$ cat src/rtl/pu_intr_dispatch.sv
// Interrupt dispatcher: offers pending device interrupts, round-robin by source and by ready PU,
// holds the offer until the PU takes it, times out, or is withdrawn, and then pulses the source ack.
module pu_intr_dispatch #(
  parameter int PUCOUNT  = 2,
  parameter int SRCCOUNT = 4,
  parameter int TIMEOUT  = 255,
  localparam int SRCIDW  = (SRCCOUNT > 1) ? $clog2(SRCCOUNT) : 1,
  localparam int PUIDW   = (PUCOUNT > 1) ? $clog2(PUCOUNT) : 1,
  localparam int TMOW    = (TIMEOUT > 1) ? $clog2(TIMEOUT) : 1
) (
  input  logic                clk_i,
  input  logic                rst_i,
  input  logic [SRCCOUNT-1:0] src_rqst_i,
  output logic [SRCCOUNT-1:0] src_ack_o,
  output logic [SRCIDW-1:0]   srcid_o,
  output logic [PUCOUNT-1:0]  intrqst_o,
  input  logic [PUCOUNT-1:0]  intrdy_i
);

  localparam logic [SRCIDW-1:0] SRC_LAST = SRCIDW'(SRCCOUNT - 1);
  localparam logic [PUIDW-1:0]  PU_LAST  = PUIDW'(PUCOUNT - 1);
  localparam logic [TMOW-1:0]   TMO_LAST = TMOW'(TIMEOUT - 1);

  typedef enum logic [1:0] {IDLE, RQST, ACK} state_t;

  state_t            state;
  logic [SRCIDW-1:0] srcptr;
  logic [PUIDW-1:0]  puptr;
  logic [PUIDW-1:0]  pu_lat;
  logic [TMOW-1:0]   tmo;

  logic [SRCIDW-1:0] s_sel, s_idx;
  logic [PUIDW-1:0]  p_sel, p_idx;
  logic              s_found, p_found;

  function automatic logic [SRCIDW-1:0] src_next(input logic [SRCIDW-1:0] v);
    return (v == SRC_LAST) ? '0 : v + 1'b1;
  endfunction

  function automatic logic [PUIDW-1:0] pu_next(input logic [PUIDW-1:0] v);
    return (v == PU_LAST) ? '0 : v + 1'b1;
  endfunction

  // Scan from the pointer upward with explicit wrap; the first hit wins.
  always_comb begin
    s_found = 1'b0;
    s_sel   = '0;
    s_idx   = srcptr;
    for (int i = 0; i < SRCCOUNT; i++) begin
      if (!s_found && src_rqst_i[s_idx]) begin
        s_found = 1'b1;
        s_sel   = s_idx;
      end
      s_idx = src_next(s_idx);
    end
  end

  always_comb begin
    p_found = 1'b0;
    p_sel   = '0;
    p_idx   = puptr;
    for (int i = 0; i < PUCOUNT; i++) begin
      if (!p_found && intrdy_i[p_idx]) begin
        p_found = 1'b1;
        p_sel   = p_idx;
      end
      p_idx = pu_next(p_idx);
    end
  end

  // srcid_o doubles as the latched source index for the whole offer.
  always_ff @(posedge clk_i or posedge rst_i) begin
    if (rst_i) begin
      state     <= IDLE;
      intrqst_o <= '0;
      src_ack_o <= '0;
      srcid_o   <= '0;
      srcptr    <= '0;
      puptr     <= '0;
      pu_lat    <= '0;
      tmo       <= '0;
    end else begin
      case (state)
        IDLE: begin
          src_ack_o <= '0;
          if (s_found && p_found) begin
            intrqst_o <= PUCOUNT'(1) << p_sel;
            srcid_o   <= s_sel;
            pu_lat    <= p_sel;
            tmo       <= '0;
            state     <= RQST;
          end
        end
        RQST: begin
          if (!intrdy_i[pu_lat]) begin
            intrqst_o <= '0;
            src_ack_o <= SRCCOUNT'(1) << srcid_o;
            srcptr    <= src_next(srcid_o);
            puptr     <= pu_next(pu_lat);
            state     <= ACK;
          end else if (!src_rqst_i[srcid_o]) begin
            intrqst_o <= '0;
            state     <= IDLE;
          end else if (tmo == TMO_LAST) begin
            intrqst_o <= '0;
            puptr     <= pu_next(pu_lat);
            state     <= IDLE;
          end else begin
            tmo <= tmo + 1'b1;
          end
        end
        ACK: begin
          src_ack_o <= '0;
          state     <= IDLE;
        end
        default: begin
          intrqst_o <= '0;
          src_ack_o <= '0;
          state     <= IDLE;
        end
      endcase
    end
  end

endmodule

$ cat config.mk
export PLATFORM = sky130hd
export DESIGN_NAME = pu_intr_dispatch
export DESIGN_NICKNAME = d
export VERILOG_FILES = /design/src/rtl/pu_intr_dispatch.sv
export SDC_FILE = /design/constraint.sdc
export NUM_CORES = 1
export LEC_CHECK = 0
export ABC_AREA = 0
export BUFFER_PORTS_ARGS = -buffer_cell sky130_fd_sc_hd__clkbuf_2
export CAP_MARGIN = 20
export CELL_PAD_IN_SITES_DETAIL_PLACEMENT = 1
export CELL_PAD_IN_SITES_GLOBAL_PLACEMENT = 1
export CORE_MARGIN = 2
export CORE_UTILIZATION = 49
export CTS_BUF_LIST = sky130_fd_sc_hd__clkbuf_16
export CTS_CLUSTER_DIAMETER = 120
export DETAILED_ROUTE_END_ITERATION = 12
export PLACE_DENSITY = 0.91
export SLEW_MARGIN = 5
export SYNTH_ARGS = -nofsm -noshare
export SYNTH_HDL_FRONTEND = slang
export SYNTH_SLANG_ARGS = --single-unit
export TNS_END_PERCENT = 1
$ cat constraint.sdc
create_clock -name clk_i -period 6.85 [get_ports clk_i]
set_clock_uncertainty 0.15 [all_clocks]
set_input_delay 1.0275 -clock clk_i [delete_from_list [all_inputs] [get_ports clk_i]]
set_output_delay 1.0275 -clock clk_i [all_outputs]
set_load 0.02 [all_outputs]
==> results of run 1 <==
[metal layers]
layer  part of all wire, %  routed length (µm)  track usage [%]
met1                    41                1760             34.3
met2                    50                2180             43.9
met3                   5.0                 219             6.61
met4                   4.1                 176             13.7
met5                     0                   0                0
[worst max-delay path by stage]
stage,startpoint,end,cells past startpoint
6_report,srcptr[0],tmo[1],6
3_3_place_gp,src_rqst_i[3],tmo[1],5
4_1_cts,srcptr[0],tmo[1],6
2_1_floorplan,src_rqst_i[2],tmo[1],5
5_1_grt,srcptr[0],tmo[1],6
3_5_place_dp,srcptr[0],tmo[1],6
[placed cells by master, fill, tap and decap left out, types with 5 or more instances in the layout]
master | netlist | routed
sky130_fd_sc_hd__dfrtp_1 | 22 | 22
sky130_fd_sc_hd__inv_1 | 13 | 13
sky130_fd_sc_hd__nor2_1 | 11 | 11
sky130_fd_sc_hd__ha_1 | 7 | 7
sky130_fd_sc_hd__nand2_1 | 9 | 9
sky130_fd_sc_hd__clkbuf_2 | 0 | 15
sky130_fd_sc_hd__a22o_1 | 6 | 6
sky130_fd_sc_hd__mux2_2 | 6 | 6
sky130_fd_sc_hd__o21ai_0 | 13 | 13
sky130_fd_sc_hd__nor3_1 | 5 | 5
[final cells by class]
class	count	area, µm²	share of cell area [%]
clock buffers	3	75.1	4.33
clock inverters	1	30.0	1.73
inverters	13	48.8	2.82
multi-input cells	117	898	51.8
flip-flops and latches	22	551	31.8
well taps	44	55.1	3.18
repair buffers	15	75.1	4.33
[cells by family after synthesis]
group	Yosys count	synth area share [%]
mux	13	11.0
buf+inv	22	7.29
fa+ha+maj	7	5.60
simple gates	44	14.6
compound gates	51	25.2
flops	22	35.2
xor+xnor	2	1.12
[report_power, final]
group / switching [mW] / internal [mW]
clock: 0.0547 / 0.116
sequential: 0.0628 / 0.167
combinational: 0.238 / 0.169
[state kept, by name (all words and copies together) (netlist names)]
signal / count
src_ack_o: 4
tmo: 8
state: 2
srcid_o: 2
intrqst_o: 2
pu_lat: 1
puptr: 1
srcptr: 2
[per-stage QoR]
stage / instances / instance area [µm²]
2_1_floorplan: 161 / 1560
3_3_place_gp: 211 / 1630
3_5_place_dp: 211 / 1630
4_1_cts: 215 / 1730
5_1_grt: 215 / 1730
6_report: 215 / 1730
[worst reg2reg max path, stage by stage, from the launching register on]
cell and delay [ns]:
sky130_fd_sc_hd__dfrtp_1 0.81, sky130_fd_sc_hd__ha_1 0.51, sky130_fd_sc_hd__xor2_1 0.25, sky130_fd_sc_hd__o31ai_1 0.38
sky130_fd_sc_hd__a22oi_2 0.24, sky130_fd_sc_hd__a21oi_4 0.32, sky130_fd_sc_hd__mux2_4 0.33
==> flow_summary_export.csv, run 1 <==
group,metric,value,unit
outcome,run_status,"complete, no violations",
sta,grt_setup_unrepaired,"no",
cts,worst_skew_pair.late_latency,0.26,ns
global_route,grt.total_usage,27.3,%
worst_setup_path,r2r_slack,3.76,ns
layout,layout-drive-gt1-share,22.2,%
cts,tritoncts,"built",
worst_setup_path,critical_path.slowest_cell,"sky130_fd_sc_hd__dfrtp_1",
worst_setup_path,r2r_cells,6,
sta,layout_setup_ws,3.76,ns
logic_synthesis,netlist_top_cells_area,"sky130_fd_sc_hd__dfrtp_1 35%, sky130_fd_sc_hd__ha_1 5.6%, sky130_fd_sc_hd__mux2_2 4.3%, sky130_fd_sc_hd__o21ai_0 4.2%, sky130_fd_sc_hd__a22o_1 3.4%",
floorplan,design.die.area,0.00366,mm²
logic_synthesis,synth.cell_area,0.00156,mm²
cts,cts_hold_buffers,0,
sta,final-setup-viol-count,0,
logic_synthesis,synth_sequential_area_ratio,35.2,%
placement,portBuffers,15,
global_route,wire_length_of_the_first_global_routing_pass,7.16,mm
worst_setup_path,worst_r2r_endpoint,"tmo[1]",
logic_synthesis,synthDistinctLibCells,53,
worst_setup_path,r2r_start,"srcptr[0]",
floorplan,floorplan.rows,20,
hold_path,worstHoldPathCells,1,
layout,layout-area-overhead-vs-synth,10.9,%
drt,wl_per_cell,20.2,µm
logic_synthesis,synth_enable_flop_cells,0,
sta,worst_pin_slew,0.866,ns
drt,drt-vias-per-instance,6.33,
cts,clock_sink_count,22,
global_route,via_count_of_the_first_global_routing_pass,1401,
drt,initialDrtViolationCount,61,
power_and_ir_drop,leakagePower,0.778,nW
logic_synthesis,synth_seq_cells,22,
cts,max-clock-path-buffers,2,
placement,place_hpwl,2.81,mm
layout,antenna-diode-count,0,
job,drv_cap,0,
cts,htree_levels,1,
layout,nFillCells,371,
global_route,antenna_found_initial,0,
global_route,grt-ovfl-total,0,
logic_synthesis,synth_async_sr_flop_share,100,%
hold_path,worstHoldStart,"src_ack_o[2]",
logic_synthesis,synthesis.area_per_instance,9.71,µm²
drt,final_antenna_net_count,0,
sta,timing.slew.headroom,42.2,%
placement,gp_congestion,0.788,
worst_setup_path,path_max_fanout,22,
logic_synthesis,synthTopCellsByCount,"22 x sky130_fd_sc_hd__dfrtp_1, 13 x sky130_fd_sc_hd__inv_1, 13 x sky130_fd_sc_hd__o21ai_0, 11 x sky130_fd_sc_hd__nor2_1, 9 x sky130_fd_sc_hd__nand2_1",
sta,fin_setup_tns,0,ns
hold_path,hold-path-endpoint,"src_ack_o[2]",
worst_setup_path,timing.critical_path.from_type,"flop",
sta,final.hold.worst_slack,0.355,ns
worst_setup_path,critPathCaptureType,"flop",
cts,postCtsSetupRepairBufs,0,
floorplan,design.portCount,16,
drt,finalWirelength,4.34,mm
logic_synthesis,synth_most_common_cell,"sky130_fd_sc_hd__dfrtp_1",
floorplan,effective_utilization_at_floorplan,51.2,%
drt,via_count,1360,
layout,final_core_utilization,56.8,%
floorplan,core_area,0.00305,mm²
cts,postCtsResizedCells,0,
cts,clkSlewWorstSetupHoldPaths,0.07,ns
worst_setup_path,crit_type,"reg -> reg",
worst_setup_path,cp.arrival,3.09,ns
cts,clk_root_buffer_cell,"sky130_fd_sc_hd__clkbuf_16",
logic_synthesis,area_share_of_the_largest_cell_type_after_synthesis,35.2,%
global_route,largest_net_degree_at_the_start_of_global_routing,23,
power_and_ir_drop,worst_ir_drop_vdd,300,µV
logic_synthesis,synth.largest_area_cell,"sky130_fd_sc_hd__dfrtp_1",
power_and_ir_drop,fin_total_pwr,807,µW
sta,pins_over_their_slew_limit,0,
drt,post-route-drc-count,0,
logic_synthesis,syn-num-nets,176,
worst_setup_path,cp.buffers_inverters,0,
logic_synthesis,synth_ff_type,"sky130_fd_sc_hd__dfrtp_1",
power_and_ir_drop,cellPowerDensity,466,mW/mm²
hold_path,hold_path.class,"reg -> reg",
drt,drt-pass1-iter-count,4,
floorplan,height_of_the_chip,60.5,µm
worst_setup_path,critPathMaxStageDelay,0.81,ns
worst_setup_path,path_cells,"ha_1, xor2_1, o31ai_1, a22oi_2, a21oi_4, mux2_4",
floorplan,die_width,60.5,µm
layout,design.final.nets,187,
sta,maximum_frequency_from_static_timing_analysis,323,MHz
logic_synthesis,post_synth_inst_count,161,
logic_synthesis,yosysWarningCount,0,
sta,final_hold_viol_count,0,
cts,number_of_buffers_inserted_during_clock_tree_synthesis,3,
sta,min_period_over_period,45.2,%
sta,min_period,3.09,ns
worst_setup_path,crit_family,"compound AO/OA/AOI/OAI gates",
placement,place_ws,3.83,ns
worst_setup_path,timing.critical_path.required,6.85,ns
(Power assumes the default switching activity.)
==> run 2, diff against run 1 <==
ABC_AREA = 1   (was 0)
CORE_UTILIZATION = 42   (was 49)
PLACE_DENSITY = 0.85   (was 0.91)
clock period = 3.05 ns   (was 6.85 ns; I/O delays follow)
==> run 2 against run 1 <==
Against the previous run: core utilization is 7.1 points lower; total power rose by 110%; critical endpoint is now tmo[5]; largest power group unchanged; non-clock buffer count is the same; sequential cell count did not move.
==> flow_summary_export.csv, run 2 <==
group,metric,value,unit
outcome,run_status,"complete, no violations",
cts,clk_root_buffer_cell,"sky130_fd_sc_hd__clkbuf_16",
power_and_ir_drop,cellPowerDensity,1010,mW/mm²
sta,grt_setup_unrepaired,"no",
placement,portBuffers,15,
cts,clock_sink_count,22,
cts,cts_hold_buffers,0,
logic_synthesis,synth_ff_type,"sky130_fd_sc_hd__dfrtp_1",
logic_synthesis,synth_async_sr_flop_share,100,%
drt,finalWirelength,3.57,mm
layout,reg.largest.list,"tmo x8, src_ack_o x4",
floorplan,effective_utilization_at_floorplan,44.0,%
layout,instances_no_fill,258,
logic_synthesis,synth.cell_area,0.00148,mm²
placement,dp_cells,254,
worst_setup_path,crit_start,"srcptr[0]",
floorplan,design.die.area,0.00402,mm²
worst_setup_path,cp.arrival,2.33,ns
worst_setup_path,worst_r2r_endpoint,"tmo[5]",
sta,final-setup-viol-count,0,
worst_setup_path,cp.buffers_inverters,1,
logic_synthesis,synthesis.area_per_instance,7.59,µm²
worst_setup_path,path_max_fanout,13,
sta,final_hold_viol_count,0,
global_route,grt-ovfl-total,0,
floorplan,height_of_the_chip,63.4,µm
logic_synthesis,syn-num-nets,210,
drt,initialDrtViolationCount,44,
drt,drt-vias-per-instance,5.09,
sta,pins_over_their_slew_limit,0,
sta,fin_setup_tns,0,ns
logic_synthesis,synthDistinctLibCells,29,
worst_setup_path,r2r_slack,0.71,ns
cts,max-clock-path-buffers,2,
drt,drt-pass1-iter-count,4,
sta,worst_pin_slew,0.859,ns
layout,largest_reg_flops,8,
placement,place_hpwl,2.67,mm
layout,design.final.nets,228,
global_route,antenna_found_initial,0,
worst_setup_path,path_cells,"ha_1, inv_1, nand2_1, nand2_1, nand2_1, nand2_2, nand3_2, nand3_2, nand2_2, nand2_1, nand2_1",
logic_synthesis,synthTopCellsByCount,"62 x sky130_fd_sc_hd__nand2_1, 22 x sky130_fd_sc_hd__dfrtp_1, 20 x sky130_fd_sc_hd__inv_1, 14 x sky130_fd_sc_hd__nor2_1, 12 x sky130_fd_sc_hd__nand3_2",
cts,number_of_buffers_inserted_during_clock_tree_synthesis,3,
worst_setup_path,crit_type,"reg -> reg",
worst_setup_path,critPathMaxStageDelay,0.45,ns
worst_setup_path,timing.critical_path.required,3.04,ns
floorplan,die_width,63.4,µm
drt,post-route-drc-count,0,
logic_synthesis,yosysWarningCount,0,
worst_setup_path,critPathCaptureType,"flop",
logic_synthesis,synth_most_common_cell,"sky130_fd_sc_hd__nand2_1",
logic_synthesis,synth_enable_flop_cells,0,
cts,tritoncts,"built",
global_route,wire_length_of_the_first_global_routing_pass,6.22,mm
sta,maximum_frequency_from_static_timing_analysis,428,MHz
cts,postCtsResizedCells,0,
sta,min_period_over_period,76.7,%
worst_setup_path,timing.critical_path.from_type,"flop",
placement,gp_congestion,0.824,
logic_synthesis,area_share_of_the_largest_cell_type_after_synthesis,37.2,%
global_route,via_count_of_the_first_global_routing_pass,1331,
drt,via_count,1313,
placement,place_ws,0.719,ns
global_route,grt.total_usage,19.8,%
power_and_ir_drop,worst_ir_drop_vdd,497,µV
floorplan,core_area,0.00336,mm²
sta,layout_setup_ws,0.712,ns
logic_synthesis,synth.largest_area_cell,"sky130_fd_sc_hd__dfrtp_1",
drt,wl_per_cell,13.8,µm
worst_setup_path,r2r_cells,11,
worst_setup_path,critical_path.slowest_cell,"sky130_fd_sc_hd__dfrtp_1",
global_route,largest_net_degree_at_the_start_of_global_routing,23,
floorplan,floorplan.rows,21,
cts,worst_skew_pair.late_latency,0.26,ns
hold_path,hold_path.class,"in -> async",
cts,clkSlewWorstSetupHoldPaths,0.06,ns
layout,most-common-layout-cells,"62 x sky130_fd_sc_hd__nand2_1, 22 x sky130_fd_sc_hd__dfrtp_1, 20 x sky130_fd_sc_hd__inv_1",
layout,layout-drive-gt1-share,20.3,%
sta,timing.slew.headroom,42.7,%
worst_setup_path,cp_common_cell,"sky130_fd_sc_hd__nand2_1",
worst_setup_path,crit_family,"simple AND/OR/NAND/NOR gates",
layout,layout-area-overhead-vs-synth,12.8,%
layout,registers.top_by_ff_count,"tmo",
cts,postCtsSetupRepairBufs,0,
sta,min_period,2.34,ns
logic_synthesis,netlist_top_cells_area,"sky130_fd_sc_hd__dfrtp_1 37%, sky130_fd_sc_hd__nand2_1 16%, sky130_fd_sc_hd__nand3_2 8.1%, sky130_fd_sc_hd__ha_1 5.9%, sky130_fd_sc_hd__inv_1 5.1%",
layout,layout_commonest_cell,"sky130_fd_sc_hd__nand2_1",
cts,htree_levels,1,
logic_synthesis,synth_sequential_area_ratio,37.2,%
worst_setup_path,r2r_start,"srcptr[0]",
floorplan,design.portCount,16,
layout,antenna-diode-count,0,
logic_synthesis,synth_seq_cells,22,
layout,final_core_utilization,49.6,%
logic_synthesis,post_synth_inst_count,195,
drt,final_antenna_net_count,0,
job,drv_cap,0,
power_and_ir_drop,leakagePower,0.885,nW
[run 2: worst max path at each step]
| stage | slack [ns] | cells past startpoint | end |
|---|---|---|---|
| final | 0.71 | 11 | tmo[5] |
| after global routing | 0.48 | 11 | tmo[4] |
| after CTS | 0.71 | 11 | tmo[5] |
| after detailed placement | 0.72 | 11 | tmo[5] |
| after global placement | 0.81 | 11 | tmo[5] |
| after floorplan | 1.18 | 10 | tmo[0] |
[run 2: cells by family after synthesis]
logic type	after synthesis	synth area share (%)
and+or+nand+nor	117	39.3
xor gates and xnor gates	3	1.78
AOI/OAI and AO/OA	22	8.71
DFF	22	37.2
buffers and inverters	24	7.10
adders and majority gates	7	5.92
[run 2: per-stage QoR]
step	hold WS, ns	power, mW	instance area (µm²)
floorplan	0.297	1.20	1480
global route	0.283	1.85	1670
finish	0.202	1.68	1670
CTS	0.236	1.70	1670
global placement	0.310	1.37	1590
detailed placement	0.320	1.40	1590
[run 2: routing by layer]
metal | track usage, % | share of wire, %
met5 | 0 | 0
met4 | 5.43 | 0.87
met3 | 3.57 | 4.1
met2 | 30.7 | 46
met1 | 28.5 | 49
[run 2: layout make-up]
class	instances	area [µm²]
fill	443	1690
multi-input combinational	149	825
sequential	22	551
inverter	22	82.6
clock buffer	3	75.1
timing repair buffer	15	75.1
tap	46	57.6
clock inverter	1	3.75
[run 2: worst reg2reg max path, stage by stage (launching register included)]
cell                      delay [ns]
sky130_fd_sc_hd__dfrtp_1        0.45
sky130_fd_sc_hd__ha_1           0.40
sky130_fd_sc_hd__inv_1          0.16
sky130_fd_sc_hd__nand2_1        0.09
sky130_fd_sc_hd__nand2_1        0.10
sky130_fd_sc_hd__nand2_1        0.06
sky130_fd_sc_hd__nand2_2        0.09
sky130_fd_sc_hd__nand3_2        0.10
sky130_fd_sc_hd__nand3_2        0.27
sky130_fd_sc_hd__nand2_2        0.18
sky130_fd_sc_hd__nand2_1        0.11
sky130_fd_sc_hd__nand2_1        0.05
[run 2: power breakdown]
part           internal (mW)  total (mW)  switching [mW]
registers              0.379       0.473          0.0937
clock network          0.175       0.281           0.106
logic                  0.289       0.928           0.640
==> run 3, diff against run 2 <==
clock period = 2.3 ns   (was 3.05 ns; I/O delays follow)
==> run 3 against run 2 <==
Against the previous run: worst hold slack improved by 0.10 ns; core utilization increased by 1.3 points; fmax increased by 11%.
==> flow_summary_export.csv, run 3 (synthesis gave the netlist of run 2 again) <==
group,metric,value,unit
drt,drt-pass1-iter-count,3,
layout,layout_commonest_cell,"sky130_fd_sc_hd__nand2_1",
global_route,largest_net_degree_at_the_start_of_global_routing,23,
floorplan,design.die.area,0.00402,mm²
drt,post-route-drc-count,0,
layout,largest_reg_flops,8,
layout,layout-drive-gt1-share,22.1,%
worst_setup_path,timing.critical_path.required,2.29,ns
worst_setup_path,critPathMaxStageDelay,0.41,ns
floorplan,design.portCount,16,
worst_setup_path,cp_common_cell,"sky130_fd_sc_hd__nand2_1",
floorplan,die_width,63.4,µm
cts,number_of_buffers_inserted_during_clock_tree_synthesis,3,
cts,tritoncts,"built",
cts,htree_levels,1,
global_route,grt-ovfl-total,0,
worst_setup_path,cp.arrival,2.10,ns
floorplan,effective_utilization_at_floorplan,44.0,%
worst_setup_path,crit_family,"simple AND/OR/NAND/NOR gates",
layout,design.final.nets,234,
worst_setup_path,path_cells,"ha_1, inv_1, nand2_1, nand2_1, nand2_1, nand2_2, nand3_2, nand3_2, nand2_2, nand2_1, nand2_1",
cts,worst_skew_pair.late_latency,0.26,ns
cts,postCtsResizedCells,0,
worst_setup_path,r2r_start,"srcptr[1]",
placement,place_ws,0.191,ns
cts,clkSlewWorstSetupHoldPaths,0.06,ns
placement,gp_congestion,0.830,
sta,grt_setup_unrepaired,"no",
global_route,via_count_of_the_first_global_routing_pass,1434,
worst_setup_path,worst_r2r_endpoint,"tmo[6]",
job,drv_cap,0,
worst_setup_path,timing.critical_path.from_type,"flop",
sta,final_hold_viol_count,0,
global_route,wire_length_of_the_first_global_routing_pass,6.79,mm
sta,pins_over_their_slew_limit,0,
outcome,run_status,"complete, no violations",
worst_setup_path,critical_path.slowest_cell,"sky130_fd_sc_hd__dfrtp_1",
global_route,antenna_found_initial,0,
sta,maximum_frequency_from_static_timing_analysis,474,MHz
cts,postCtsSetupRepairBufs,0,
drt,via_count,1328,
drt,wl_per_cell,14.5,µm
worst_setup_path,critPathCaptureType,"flop",
worst_setup_path,cp.buffers_inverters,1,
worst_setup_path,r2r_cells,11,
cts,clock_sink_count,22,
floorplan,floorplan.rows,21,
global_route,grt.total_usage,21.7,%
sta,fin_setup_tns,0,ns
power_and_ir_drop,cellPowerDensity,1350,mW/mm²
sta,final.hold.worst_slack,0.303,ns
layout,most-common-layout-cells,"62 x sky130_fd_sc_hd__nand2_1, 22 x sky130_fd_sc_hd__dfrtp_1, 20 x sky130_fd_sc_hd__inv_1",
drt,drt-vias-per-instance,5.05,
floorplan,core_area,0.00336,mm²
sta,min_period,2.11,ns
power_and_ir_drop,worst_ir_drop_vdd,600,µV
sta,worst_pin_slew,0.395,ns
drt,final_antenna_net_count,0,
sta,min_period_over_period,91.8,%
placement,portBuffers,15,
worst_setup_path,crit_type,"reg -> reg",
hold_path,worstHoldPathCells,4,
sta,timing.slew.headroom,73.6,%
hold_path,hold_path.class,"in -> reg",
worst_setup_path,r2r_slack,0.19,ns
layout,antenna-diode-count,0,
hold_path,worstHoldStart,"intrdy_i[1]",
layout,registers.top_by_ff_count,"tmo",
layout,layout-area-overhead-vs-synth,15.7,%
layout,reg.largest.list,"tmo x8, src_ack_o x4",
floorplan,height_of_the_chip,63.4,µm
drt,finalWirelength,3.81,mm
sta,layout_setup_ws,0.188,ns
hold_path,hold-path-endpoint,"intrqst_o[0]",
sta,final-setup-viol-count,0,
cts,max-clock-path-buffers,2,
worst_setup_path,path_max_fanout,8,
power_and_ir_drop,leakagePower,0.912,nW
placement,place_hpwl,2.98,mm
drt,initialDrtViolationCount,26,
cts,clk_root_buffer_cell,"sky130_fd_sc_hd__clkbuf_16",
run 3: timing repair:
item,CTS,global route
hold buffers,1,0
endpoints found under the setup margin,0,0
endpoints found under the hold margin,22,0
run 3: worst max-delay path by stage:
| stage | from | end | slack [ns] | depth (start not counted) |
|---|---|---|---|---|
| 4_1_cts | srcptr[1] | tmo[6] | 0.18 | 11 |
| 2_1_floorplan | srcptr[0] | tmo[0] | 0.43 | 10 |
| 5_1_grt | srcptr[1] | tmo[6] | 0.003 | 11 |
| 3_5_place_dp | srcptr[1] | tmo[6] | 0.19 | 11 |
| 3_3_place_gp | srcptr[1] | tmo[0] | 0.33 | 11 |
| 6_report | srcptr[1] | tmo[6] | 0.19 | 11 |
run 3: final cells by class:
| type | instances | area (µm²) |
|---|---|---|
| Clock buffer | 3 | 75.1 |
| Fill cell | 485 | 1650 |
| Inverter | 22 | 82.6 |
| Multi-Input combinational cell | 149 | 825 |
| Sequential cell | 22 | 551 |
| Tap cell | 46 | 57.6 |
| Timing Repair Buffer | 21 | 123 |
run 3: worst reg2reg max path, cell delays in order (launching register included):
cell                      delay, ns
sky130_fd_sc_hd__dfrtp_1       0.41
sky130_fd_sc_hd__ha_1          0.36
sky130_fd_sc_hd__inv_1         0.17
sky130_fd_sc_hd__nand2_1       0.09
sky130_fd_sc_hd__nand2_1       0.10
sky130_fd_sc_hd__nand2_1       0.07
sky130_fd_sc_hd__nand2_2       0.09
sky130_fd_sc_hd__nand3_2       0.10
sky130_fd_sc_hd__nand3_2       0.14
sky130_fd_sc_hd__nand2_2       0.16
sky130_fd_sc_hd__nand2_1       0.11
sky130_fd_sc_hd__nand2_1       0.06
run 3: layer usage:
metal  share of wire [%]  GRT usage (%)  vias to the layer above
met5                   0              0                        -
met4                0.71           4.08                        0
met3                 2.6           4.46                        2
met2                  49           36.8                       17
met1                  48           28.7                      636
li1                    -              -                      673
run 3: report_power, final:
group | internal (mW) | switching, mW | total (mW)
Clock | 0.230 | 0.134 | 0.364
Combinational | 0.426 | 0.917 | 1.34
Sequential | 0.504 | 0.104 | 0.608
run 3: per-stage QoR:
stage	area, µm²	utilization [%]	std cells	power (mW)
final	1710	50.9	263	2.31
after floorplan	1480	-	195	1.59
after global placement	1630	48.4	259	1.88
after CTS	1710	50.9	263	2.33
after detailed placement	1630	48.4	259	1.94
after global routing	1710	50.9	263	2.53
